==> config.mk <==
export PLATFORM = sky130hd
export DESIGN_NAME = dsp_chain_2_fp16_sop2_operand_loader
export DESIGN_NICKNAME = d
export VERILOG_FILES = /design/src/rtl/dsp_chain_2_fp16_sop2_operand_loader.sv
export SDC_FILE = /design/constraint.sdc
export NUM_CORES = 2
export LEC_CHECK = 0
export ABC_AREA = 0
export CAP_MARGIN = 20
export CORE_ASPECT_RATIO = 0.5
export CORE_MARGIN = 2
export CORE_UTILIZATION = 50
export CTS_BUF_LIST = sky130_fd_sc_hd__clkbuf_2
export CTS_CLUSTER_SIZE = 16
export DETAILED_ROUTE_END_ITERATION = 12
export PLACE_DENSITY_LB_ADDON = 0.3
export SYNTH_ARGS = -nofsm -noshare
export SYNTH_HDL_FRONTEND = slang
export SYNTH_SLANG_ARGS = --single-unit
==> constraint.sdc <==
create_clock -name clk -period 95.3 [get_ports clk]
set_clock_uncertainty 0.1 [all_clocks]
set_input_delay 19.06 -clock clk [delete_from_list [all_inputs] [get_ports clk]]
set_output_delay 19.06 -clock clk [all_outputs]
set_load 0.03 [all_outputs]
==> src/rtl/dsp_chain_2_fp16_sop2_operand_loader.sv <==
// Operand loader: packs 32 x 32-bit stream words into one 1024-bit frame for the 8-lane fp16 SOP array.
// Optional build macro LOADER_ZERO_PAD_EN: an early in_last zero-pads and emits the frame instead of discarding it.
module dsp_chain_2_fp16_sop2_operand_loader #(
   parameter int DATA_W = 32,
   parameter int WORDS  = 32,
   parameter int CNT_W  = 16
) (
   input  logic                      clk,
   input  logic                      reset,
   input  logic                      in_valid,
   output logic                      in_ready,
   input  logic [DATA_W-1:0]         in_data,
   input  logic                      in_last,
   output logic                      out_valid,
   input  logic                      out_ready,
   output logic [DATA_W*WORDS-1:0]   out_data,
   output logic [CNT_W-1:0]          frame_cnt,
   output logic                      frame_err
);

   localparam int                FRAME_W  = DATA_W * WORDS;
   localparam int                IDX_W    = $clog2(WORDS);
   localparam logic [IDX_W-1:0]  LAST_IDX = IDX_W'(WORDS - 1);

   logic [IDX_W-1:0]   r_cnt;
   logic [FRAME_W-1:0] r_fill;
   logic [FRAME_W-1:0] r_out_data;
   logic               r_out_valid;
   logic [CNT_W-1:0]   r_frame_cnt;
   logic               r_frame_err;

   logic               w_last_idx;
   logic               w_early_last;
   logic               w_completing;
   logic               w_discard;
   logic               w_accept;
   logic               w_handoff;
   logic [FRAME_W-1:0] w_merged;

   // NOTE: every signal written here gets a value before any branch, so no latch is inferred.
   always_comb begin
      w_last_idx   = (r_cnt == LAST_IDX);
      w_early_last = in_last && !w_last_idx;
`ifdef LOADER_ZERO_PAD_EN
      w_completing = w_last_idx || in_last;
`else
      w_completing = w_last_idx;
`endif
      w_discard    = w_early_last && !w_completing;
      // Only a completing word needs the hold register free; partial words always flow.
      in_ready     = !reset && (!r_out_valid || out_ready || !w_completing);
      w_accept     = in_valid && in_ready;
      w_handoff    = r_out_valid && out_ready;
      w_merged     = r_fill;
      w_merged[r_cnt*DATA_W +: DATA_W] = in_data;
   end

   // NOTE: state uses non-blocking assignments so all registers update together on the edge.
   // Words above cnt are already zero because the fill register is cleared on every completion/discard.
   always_ff @(posedge clk or posedge reset) begin
      if (reset) begin
         r_cnt      <= '0;
         r_fill     <= '0;
         r_out_data <= '0;
      end else if (w_accept) begin
         if (w_completing) begin
            r_out_data <= w_merged;
            r_fill     <= '0;
            r_cnt      <= '0;
         end else if (w_discard) begin
            r_fill     <= '0;
            r_cnt      <= '0;
         end else begin
            r_fill     <= w_merged;
            r_cnt      <= r_cnt + 1'b1;
         end
      end
   end

   always_ff @(posedge clk or posedge reset) begin
      if (reset) begin
         r_out_valid <= 1'b0;
         r_frame_cnt <= '0;
         r_frame_err <= 1'b0;
      end else begin
         if (w_accept && w_completing)
            r_out_valid <= 1'b1;
         else if (w_handoff)
            r_out_valid <= 1'b0;
         if (w_handoff)
            r_frame_cnt <= r_frame_cnt + 1'b1;
         if (w_accept && w_early_last)
            r_frame_err <= 1'b1;
      end
   end

   assign out_valid = r_out_valid;
   assign out_data  = r_out_data;
   assign frame_cnt = r_frame_cnt;
   assign frame_err = r_frame_err;

endmodule
* Yosys cells after proc, flatten, opt, wreduce, memory -nomap -nowiden *
Index checks and enable logic that the tools add are counted.

storage, ports and cells
  register bits after elaboration = 2071
  bits of input ports = 37
  logic and storage cells = 33

operators by class
  add/subtract/negate cells = 3
  equality and inequality tests = 1
  shift operators = 2
  multiplexer cells = 7
  reduce and logical (&&, ||, !) cells = 14

operator list
  cell                        number
  $mux 1024                   2
  $bwmux 1024                 1
  $shift 32x34->1024 const A  1
  $shiftx 32x34->1024         1
  $neg 10->34                 1
  $add 16x1->16 const B       1
  $mux 5                      2
  $logic_and 1x1->1           7
  $add 5x1->5 const B         1
  $eq 5x5->1 const B          1
  $logic_not 1->1             3
  $logic_or 1x1->1            2
  $mux 1                      2
  $reduce_and 2->1            1
  $reduce_bool 2->1           1

* Logic depth before layout (Yosys ltp) *
  word-level depth = 7
  depth in mapped cells = 16

* Least setup slack after synthesis *
Ideal clock, no wire load.

  path kind = in2out
  from = input out_ready
  to = output in_ready
  arrival time = 19606 ps
  slack = 56534 ps
  stages = 2
  path buffers = 0
  cells stage by stage = nor2b_1 a21oi_1

on the way
  cells in the longest elaborated chain, start to end = 3

ends and longest elaborated chain
  what                           line  text
  start: declaration             15    input logic out_ready,
  $logic_or 1x1->1 (2 in a row)  51    in_ready = !reset && (!r_out_valid || out_ready || !w_completing);
  $logic_and 1x1->1              51
  end: declaration               11    output logic in_ready,

Every way passes these cells.

* Worst setup path in the final report *
Same ends and word-level chain as after synthesis.

==> impl_metrics.toml <==
[detailed_routing]
first_pass_iters = 5
post-route-drc-count = 0
finalWirelength_um = 317900
drtAntennaViolNets = 0
wl_per_cell_um = 28.15
via_per_inst = 6.106
vias = 68970
drt_iter0_markers = 7561

[critical_path]
cpMaxStageDelayCell = "clkdlybuf4s50_1"
cp_common_cell = "clkdlybuf4s50_1"
critPathMaxFanout = 6
cp-startpoint = "out_ready"
start_kind = "primary input"
cp_cell_sequence = "clkdlybuf4s50_1 -> nor2b_1 -> a21oi_1 -> clkdlybuf4s50_1"
cpPeakStageDelay_ns = 0.83
r2r_slack_ns = 88.59
criticalPathCategory = "in2out"
crit_buf_inv = 2
crit_arrival_ns = 21.54
crit_path_end_kind = "output port"
critical_path_required_ns = 76.14
critPathTopFamily = "buffers and inverters"
r2r_start = "r_cnt[2]"

[synthesis]
synth-xor-area-share = 0.001804
ys_types = 59
yosys_warnings = 0
synth_compound_area_frac = 0.1791
yosys.area.top_type = "dfrtp_1"
yosys_register_bits = 2071
synth-main-ff-cell = "dfrtp_1"
synth_simple_gate_area_frac = 0.08499
synth_edf_count = 0
ys_seq_area_frac = 0.5979
syn-instance-count = 7650
synthArstFlopShare = 1.000
syn_avg_cell_area_um2 = 11.33
synth_area_mm2 = 0.08668
syn-num-nets = 7692
yosys.area_share.adder = 0.0007217
synth_top_family_by_area = "compound AO/OA/AOI/OAI gates"
yosysTopAreaCellShare = 0.5979
synthTopCellsByArea = "dfrtp_1, mux2i_1, o2bb2ai_1"
muxShareOfSynthArea = 0.09973

[clock_tree]
cts.path.max_buffers = 4
clkTransAtPathRegs_ns = 0.13
cts_tree = "yes"
clock-sinks = 2071
cts_buffers = 451
ctsHoldBuffers = 0
post_cts_buffers = 0
cts_max_level = 5
clkLatencyLatePin_ns = 1.70
post_cts_resized = 0
root_buffer = "clkbuf_2"

[floorplan]
core_mm2 = 0.1712
initial_core_util = 0.5062
die_w_um = 592.8
die_area_mm2 = 0.1769
rows = 107
die_y_um = 298.4
ios = 1080

[global_route]
grt_first_pass_wirelength_um = 460000
grt-ovfl-total = 0
grt_pass1_vias = 67000
track_usage = 0.3529
grt_max_degree = 240
grt_antenna_before_repair = 16

[timing]
finalHoldViolCount = 0
fin_crit_ns = 40.70
fin_crit_sh = 0.4271
relSlewSlack = 0.1717
final_max_slew_viol_count = 0
setup_viol = 0
grt_setup_unrepaired = "no"
fmax_ghz = 0.02457
finalSetupTns_ns = 0
worst_slew_pin_slew_ns = 1.242
whs_ns = 0.3342

[power_and_ir_drop]
pwr-share-seq = 0.549
power_uw = 1605
powerDensity_mw_per_mm2 = 15.57
leakagePower_uw = 0.04651
combPwrFrac = 0.103
p_clk_frac = 0.348
vdd_drop_max_uv = 12.08
intPower_uw = 1103
netSwitchingPower_uw = 501.9
sw_frac_of_total = 0.3128

[finish]
stdcell_area_mm2 = 0.1031
final_common_cell = "dfrtp_1"
fin_nets = 8716
nFillCells = 14320
final_layout_size_suffix_gt1_frac = 0.1139
final_cell_mix = "dfrtp_1, nand2_1, clkdlybuf4s50_1, mux2i_1, o21ai_0"
area_growth_pct = 18.93

[placed_design]
place_hpwl_um = 205900
gp_congestion = 0.8821
port_buffers = 1079
post_dp_cell_area_mm2 = 0.09906

[hold_path]
min_from = "r_fill[587]"
min_path_type = "reg2reg"

[flow_run]
drv_cap = 0

[outcome]
status = "complete, no violations"
-- registers in the layout, indices dropped and copies added (netlist names) --
name	count
out_data	1024
out_valid	1
r_cnt	5
frame_cnt	16
frame_err	1
r_fill	1024
-- per-stage QoR --
step,cells,util,setup slack [ns]
after floorplan,7650,-,17.64
final,11290,0.6020,54.60
after CTS,11280,0.6014,54.69
after global routing,11290,0.6020,54.66
after detailed placement,10510,0.5785,54.70
after global placement,10500,0.5782,54.69
-- worst register-to-register path, delay by kind of cell, from the launching register on --
family                     cells  cell delay (ns)
DFF                            1             0.72
adders and majority gates      1             0.36
and+or+nand+nor                2             0.78
buffers and inverters          5             4.21
AOI/OAI and AO/OA              1             0.26
-- area by class of cell --
class	instances	area, um2	share of cell area
antenna	8	20.02	0.0001942
clock buffer	686	3433	0.03331
clock inverter	90	483.0	0.004685
inverter	10	45.04	0.0004370
multi-input combinational	4881	32090	0.3113
sequential	2071	51820	0.5027
tap	2289	2864	0.02778
timing repair buffer	1259	12330	0.1196
-- routing by layer --
layer / track usage / vias to the layer above / share of wire
li1: - / 29630 / -
met5: 0 / - / 0.00051
met4: 0.2650 / 24 / 0.085
met3: 0.08063 / 913 / 0.081
met2: 0.5247 / 3501 / 0.45
met1: 0.4536 / 34900 / 0.39
-- power groups by stage --
stage          Sequential, uW  Combinational [uW]  Clock (uW)
2_1_floorplan             900                89.4           0
3_3_place_gp              897                 160           0
3_5_place_dp              897                 161           0
4_1_cts                   880                 162         564
5_1_grt                   881                 171         610
6_report                  881                 166         559
-- synthesized netlist by cell type, types with 3 or more instances --
| cell | instances |
|---|---|
| a32o_1 | 79 |
| a22o_1 | 363 |
| nand4_1 | 5 |
| o2bb2ai_2 | 30 |
| nor4_1 | 4 |
| a31o_1 | 10 |
| a21o_1 | 15 |
| and2_1 | 30 |
| a21oi_1 | 124 |
| o21ai_2 | 9 |
| nor3_4 | 9 |
| xor2_1 | 5 |
| buf_4 | 48 |
| nand2_2 | 6 |
| nor3_1 | 130 |
| nand2b_1 | 5 |
| a31oi_1 | 33 |
| mux2i_1 | 860 |
| o21ai_4 | 3 |
| buf_1 | 33 |
| and3_1 | 43 |
| nor2b_1 | 6 |
| buf_6 | 12 |
| nor4_2 | 3 |
| nor3_2 | 6 |
| nor2_2 | 3 |
| nand2_1 | 1218 |
| xnor2_1 | 11 |
| inv_1 | 10 |
| o2bb2ai_1 | 552 |
| nor2_1 | 228 |
| clkbuf_1 | 439 |
| o21ai_1 | 253 |
| nand3_1 | 52 |
| buf_2 | 155 |
| o21ai_0 | 753 |
| ha_1 | 5 |
| dfrtp_1 | 2071 |
-- path summary, 6_finish.rpt --
path                       depth (start not counted)             end
max                                                4        in_ready
min                                                2   out_data[587]
max reg2reg                                        9   out_data[727]
min reg2reg                                        2   out_data[587]
max in group asynchronous                          9     r_fill[284]
min in group asynchronous                          2  out_data[1014]
-- kinds of logic (layout without fill, tap and decap cells) --
kind of cell | Yosys count | after routing
buf+inv | 698 | 2045
simple gates | 1765 | 1765
fa+ha+maj | 5 | 5
mux | 863 | 863
xor+xnor | 17 | 17
other cells | 0 | 8
flops | 2071 | 2071
compound gates | 2231 | 2231
Note: power is estimated with default switching activity, not from simulation.
